File: config.mk
export PLATFORM = sky130hd
export DESIGN_NAME = mcp_tx
export DESIGN_NICKNAME = d
export VERILOG_FILES = /design/src/rtl/mcp_pkg.sv /design/src/rtl/mcp_sync.sv /design/src/rtl/mcp_tx.sv
export SDC_FILE = /design/constraint.sdc
export NUM_CORES = 1
export LEC_CHECK = 0
export CORE_UTILIZATION = 43
export DETAILED_ROUTE_END_ITERATION = 10
export GPL_TIMING_DRIVEN = 0
export PLACE_DENSITY = 0.86
export SETUP_SLACK_MARGIN = 0.15
export SLEW_MARGIN = 20
export SYNTH_ARGS = -nofsm -noshare
export SYNTH_HDL_FRONTEND = slang
export SYNTH_SLANG_ARGS = --single-unit
File: constraint.sdc
create_clock -name clk1 -period 1.59 [get_ports clk1]
set_input_delay 0.159 -clock clk1 [delete_from_list [all_inputs] [get_ports clk1]]
set_output_delay 0.159 -clock clk1 [all_outputs]
set_load 0.02 [all_outputs]
File: src/rtl/mcp_pkg.sv
// Shared types and defaults for the MCP transmit/capture pair.
package mcp_pkg;

    typedef enum logic [1:0] {
        IDLE = 2'd0,
        HOLD = 2'd1,
        WAIT = 2'd2
    } mcp_tx_state_e;

    localparam int MCP_DATA_W      = 8;
    localparam int MCP_SYNC_STAGES = 2;

endpackage

File: src/rtl/mcp_sync.sv
// Flop-chain synchronizer with synchronous reset to 0; o_q_pre is the stage
// feeding the output flop, so o_q changes on the next edge when they differ.
module mcp_sync #(
    parameter int STAGES = mcp_pkg::MCP_SYNC_STAGES
) (
    input  logic i_clk,
    input  logic i_reset,
    input  logic i_d,
    output logic o_q,
    output logic o_q_pre
);

    logic [STAGES-1:0] r_chain;

    // shift chain, cleared by synchronous reset
    always_ff @(posedge i_clk) begin
        if (i_reset) begin
            r_chain <= '0;
        end else begin
            r_chain <= {r_chain[STAGES-2:0], i_d};
        end
    end

    assign o_q     = r_chain[STAGES-1];
    assign o_q_pre = r_chain[STAGES-2];

endmodule

File: src/rtl/mcp_tx.sv
// Multicycle-path transmit stage: holds a word stable, toggles mcp_req, waits for
// the synchronized toggle ack. Optional even parity output under MCP_TX_PARITY_EN.
module mcp_tx
    import mcp_pkg::*;
#(
    parameter int WIDTH       = MCP_DATA_W,
    parameter int MIN_HOLD    = 2,
    parameter int SYNC_STAGES = MCP_SYNC_STAGES
) (
    input  logic             clk1,
    input  logic             reset,
    input  logic [WIDTH-1:0] in_data,
    input  logic             in_valid,
    output logic             in_ready,
    output logic [WIDTH-1:0] mcp_data,
    output logic             mcp_req,
    input  logic             mcp_ack,
    output logic             busy,
    output logic             ack_err
`ifdef MCP_TX_PARITY_EN
    ,
    output logic             mcp_parity
`endif
);

    localparam int CNT_W = (MIN_HOLD > 1) ? $clog2(MIN_HOLD) : 1;
    localparam logic [CNT_W-1:0] CNT_LAST = CNT_W'(MIN_HOLD - 1);

    mcp_tx_state_e    r_state;
    mcp_tx_state_e    w_state_nxt;
    logic [CNT_W-1:0] r_cnt;
    logic [WIDTH-1:0] r_data;
    logic             r_req;
    logic             r_busy;
    logic             r_in_ready;
    logic             r_ack_err;
    logic             w_load;
    logic             w_toggle;
    logic             w_ack_s;
    logic             w_ack_pre;

    mcp_sync #(
        .STAGES (SYNC_STAGES)
    ) u_ack_sync (
        .i_clk   (clk1),
        .i_reset (reset),
        .i_d     (mcp_ack),
        .o_q     (w_ack_s),
        .o_q_pre (w_ack_pre)
    );

    // next-state and transfer strobes
    always_comb begin
        w_state_nxt = r_state;
        w_load      = 1'b0;
        w_toggle    = 1'b0;
        case (r_state)
            IDLE: begin
                if (in_valid) begin
                    w_load      = 1'b1;
                    w_state_nxt = HOLD;
                end else begin
                    w_state_nxt = IDLE;
                end
            end
            HOLD: begin
                if (r_cnt == CNT_LAST) begin
                    w_toggle    = 1'b1;
                    w_state_nxt = WAIT;
                end else begin
                    w_state_nxt = HOLD;
                end
            end
            WAIT: begin
                if (w_ack_s == r_req) begin
                    w_state_nxt = IDLE;
                end else begin
                    w_state_nxt = WAIT;
                end
            end
            default: begin
                w_state_nxt = IDLE;
            end
        endcase
    end

    // state, held word, request toggle and status flags
    always_ff @(posedge clk1) begin
        if (reset) begin
            r_state    <= IDLE;
            r_cnt      <= '0;
            r_data     <= '0;
            r_req      <= 1'b0;
            r_busy     <= 1'b0;
            r_in_ready <= 1'b1;
            r_ack_err  <= 1'b0;
        end else begin
            r_state    <= w_state_nxt;
            r_busy     <= (w_state_nxt != IDLE);
            r_in_ready <= (w_state_nxt == IDLE);
            if (w_load) begin
                r_data <= in_data;
                r_cnt  <= '0;
            end else if (r_state == HOLD && r_cnt != CNT_LAST) begin
                r_cnt <= r_cnt + CNT_W'(1);
            end
            if (w_toggle) begin
                r_req <= ~r_req;
            end
            // ack_s is about to change on this edge; only legal while waiting
            if (r_state != WAIT && w_ack_pre != w_ack_s) begin
                r_ack_err <= 1'b1;
            end
        end
    end

`ifdef MCP_TX_PARITY_EN
    logic r_parity;

    // parity captured alongside the data word
    always_ff @(posedge clk1) begin
        if (reset) begin
            r_parity <= 1'b0;
        end else if (w_load) begin
            r_parity <= ^in_data;
        end
    end

    assign mcp_parity = r_parity;
`endif

    assign in_ready = r_in_ready;
    assign mcp_data = r_data;
    assign mcp_req  = r_req;
    assign busy     = r_busy;
    assign ack_err  = r_ack_err;

endmodule

==> qor.txt, run 1 <==
# fillers - 99
Antenna viol nets, final - 0
Boundary Pins - 24
Psw - 223.1 uW
Fmax - 719.0 MHz
Antenna violations before repair - 0
Residual DRC - 0
Buf+Inv Stages, Crit Path - 1
First-pass GRT wire length - 1600 um
Fin crit share - 0.8748
Distinct cell type count after synthesis - 20
Yosys warning count - 0
Hold path depth - 2
Setup TNS - 0 ps
Worst path depth - 1
Logic gate share of total power - 0.195
Number of synthesized register bits - 17
Final number of hold-violating endpoints - 0
Most Crowded Layer GR - met2
Total Nets Final - 97
Routability cong. - 0.6982
Maximum vdd drop - 919.4 uV
Via count of the first global-routing pass - 394
CTS Sinks - 17
Die height - 39.84 um
Synthesized area per cell - 10.80 um2
Grt ovf - 0
Status - complete, no violations
Iter 0 DRT Violations - 6
Pin count of the biggest net entering global routing - 11
Share of cells above drive strength 1 - 0.09524
Util after Layout - 0.6876
Syn_nets - 69
Area Growth Syn to Fin - 47.15%
Vias - 469
Reg-to-reg startpoint - r_state[1]$_SDFF_PP0_
Worst Hold Class - primary input to flop
Slew Viols, Final - 0
CTS tree - yes
CP Cell Sequence - clkdlybuf4s50_1
Leakage - 0.4555 nW
Fin crit period - 1391 ps
DR pass1 iterations - 3
Syn Std Cell Area - 615.6 um2
Worst R2R Path Depth - 4
Worst-Skew Late Latency - 280 ps
GRT Total Usage - 0.1550
Synth top area share - 0.5528
Commonest non-fill, non-tap cell in the layout - dfxtp_1
Die Area - 1587 um2
Hold Buf Count CTS - 0
Endpoints failing setup - 0
Global routing usage on met1 - 0.1938
Htree depth - 1
CP max FO - 2
Routed length per instance - 11.15 um
Slowest cell on the critical path - clkdlybuf4s50_1
Seq/Total Area, Yosys - 0.5528
CTS buffer count - 3
Number of max-cap violations - 0
Worst slew pin tran - 413.9 ps
CP peak stage delay - 610 ps
Die width - 39.84 um
Top delay family on crit path - buffers and inverters
M2 GR Usage - 0.2336
Placed Instance Area - 864.6 um2
Most frequent cells in the layout - dfxtp_1 (17), clkdlybuf4s50_1 (16), nor2_1 (11)
Yosys top cell by area - dfxtp_1
Fin Clk Skew - 5.378 ps
Core ar. - 1318 um2
Global routing met3 resource utilization - 0.05114
Top post-synthesis cells by area - dfxtp_1 (55%), mux2i_1 (13%), nor2_1 (6.7%), xor2_1 (2.8%), or2b_1 (2.4%)
Slew headroom - 0.7241
Clock Root Buffer - clkbuf_4
PD cells - 957.2 nW/um2
Clock transition at path regs - 100 ps
Filler-free cell count of the finished design - 99
Critical Path Source Type - flop
Post-DP HPWL - 804.9 um
Final wirelength - 1104 um
Setup crit end kind - primary output
Via/cell ratio - 4.737
RSZ-0062 raised after global routing - no
Gate Count Post-Synth - 57
Net Sw Frac - 0.2573
Placed cells - 95
Clk pwr share - 0.259
Rows - 13
Hold Crit Start - mcp_ack
Crit path from - mcp_data[2]$_SDFFE_PP0P_
Ant. Diodes - 0
Required @ worst endpoint - 1430 ps
Buffers on Ports - 23
Maximum buffer depth of the clock tree - 2
Fin area - 905.9 um2
Initial Util - 0.4672
Flop pwr share - 0.546
Worst Setup Path Type - flop to primary output
Data arrival, critical path - 1230 ps
Cell Int Power - 644.0 uW
==> final timing paths <==
kind                                                    endpoint  slack [ps]
worst min register to register  u_ack_sync.r_chain[1]$_SDFF_PP0_         490
worst min-delay path            u_ack_sync.r_chain[0]$_SDFF_PP0_         430
worst max register to register          mcp_data[3]$_SDFFE_PP0P_         420
worst max-delay path                                 mcp_data[2]         200
==> synth_stat cells <==
master / n
or3b_1: 1
o22ai_2: 1
xor2_1: 2
nor2_1: 11
inv_1: 1
nor2b_1: 2
a21oi_1: 2
nand3b_1: 1
dfxtp_1: 17
mux2i_1: 8
a211oi_2: 1
clkbuf_1: 1
buf_4: 1
nor3b_1: 1
or2b_1: 2
or2b_2: 1
or2_1: 1
o21ai_0: 1
xnor2_1: 1
nand2b_1: 1
==> sequential cells by signal (all words and copies together) (netlist names) <==
name and count:
mcp_req 1, ack_err 1, mcp_data 8, in_ready 1, r_cnt 1, u_ack_sync.r_chain 2, busy 1, r_state 2
==> power groups by stage <==
stage	Clock (mW)	Sequential [mW]	Combinational, mW
after floorplan	0	0.510	0.0619
after global placement	0	0.483	0.171
after CTS	0.237	0.474	0.173
after global routing	0.264	0.478	0.182
after detailed placement	0	0.484	0.173
final	0.225	0.473	0.169
==> logic make-up after synthesis <==
logic type / count (synthesis) / synth area share
flops: 17 / 0.5529
mux: 8 / 0.1301
xor+xnor: 3 / 0.04269
compound gates: 5 / 0.06503
buf+inv: 3 / 0.02438
simple gates: 21 / 0.1850
==> metal layers <==
metal  vias to the layer above  share of wire
li1                        242              -
met1                       218           0.46
met2                         9           0.51
met3                         0          0.033
met4                         0              0
met5                         -              0
==> layout make-up <==
type / count / area (um2) / share of cell area
Timing Repair Buffer: 23 / 244.0 / 0.2693
Multi-Input combinational cell: 37 / 260.3 / 0.2873
Buffer: 2 / 11.26 / 0.01243
Clock inverter: 1 / 5.005 / 0.005525
Sequential cell: 17 / 340.3 / 0.3757
Inverter: 1 / 3.754 / 0.004144
Clock buffer: 3 / 22.52 / 0.02486
Tap cell: 15 / 18.77 / 0.02072
==> per-stage QoR <==
stage	hold slack (ps)	setup slack, ps	power (mW)
6_report	425.2	199.1	0.8671
5_1_grt	414.6	150.4	0.9241
4_1_cts	418.1	170.3	0.8844
3_5_place_dp	461.4	111.1	0.6566
3_3_place_gp	461.3	124.8	0.6536
2_1_floorplan	228.1	527.4	0.5720
==> timing repair <==
action,CTS,global route
endpoints found under the setup margin,1,6
resized for setup,1,6
buffers inserted,0,0
(Power assumes the default switching activity.)
==> run 2: changes to the inputs <==
Settings changed: CAP_MARGIN set to 10.
==> results of run 2 <==
The final DEF is identical to that of run 1; final timing and power are the same.
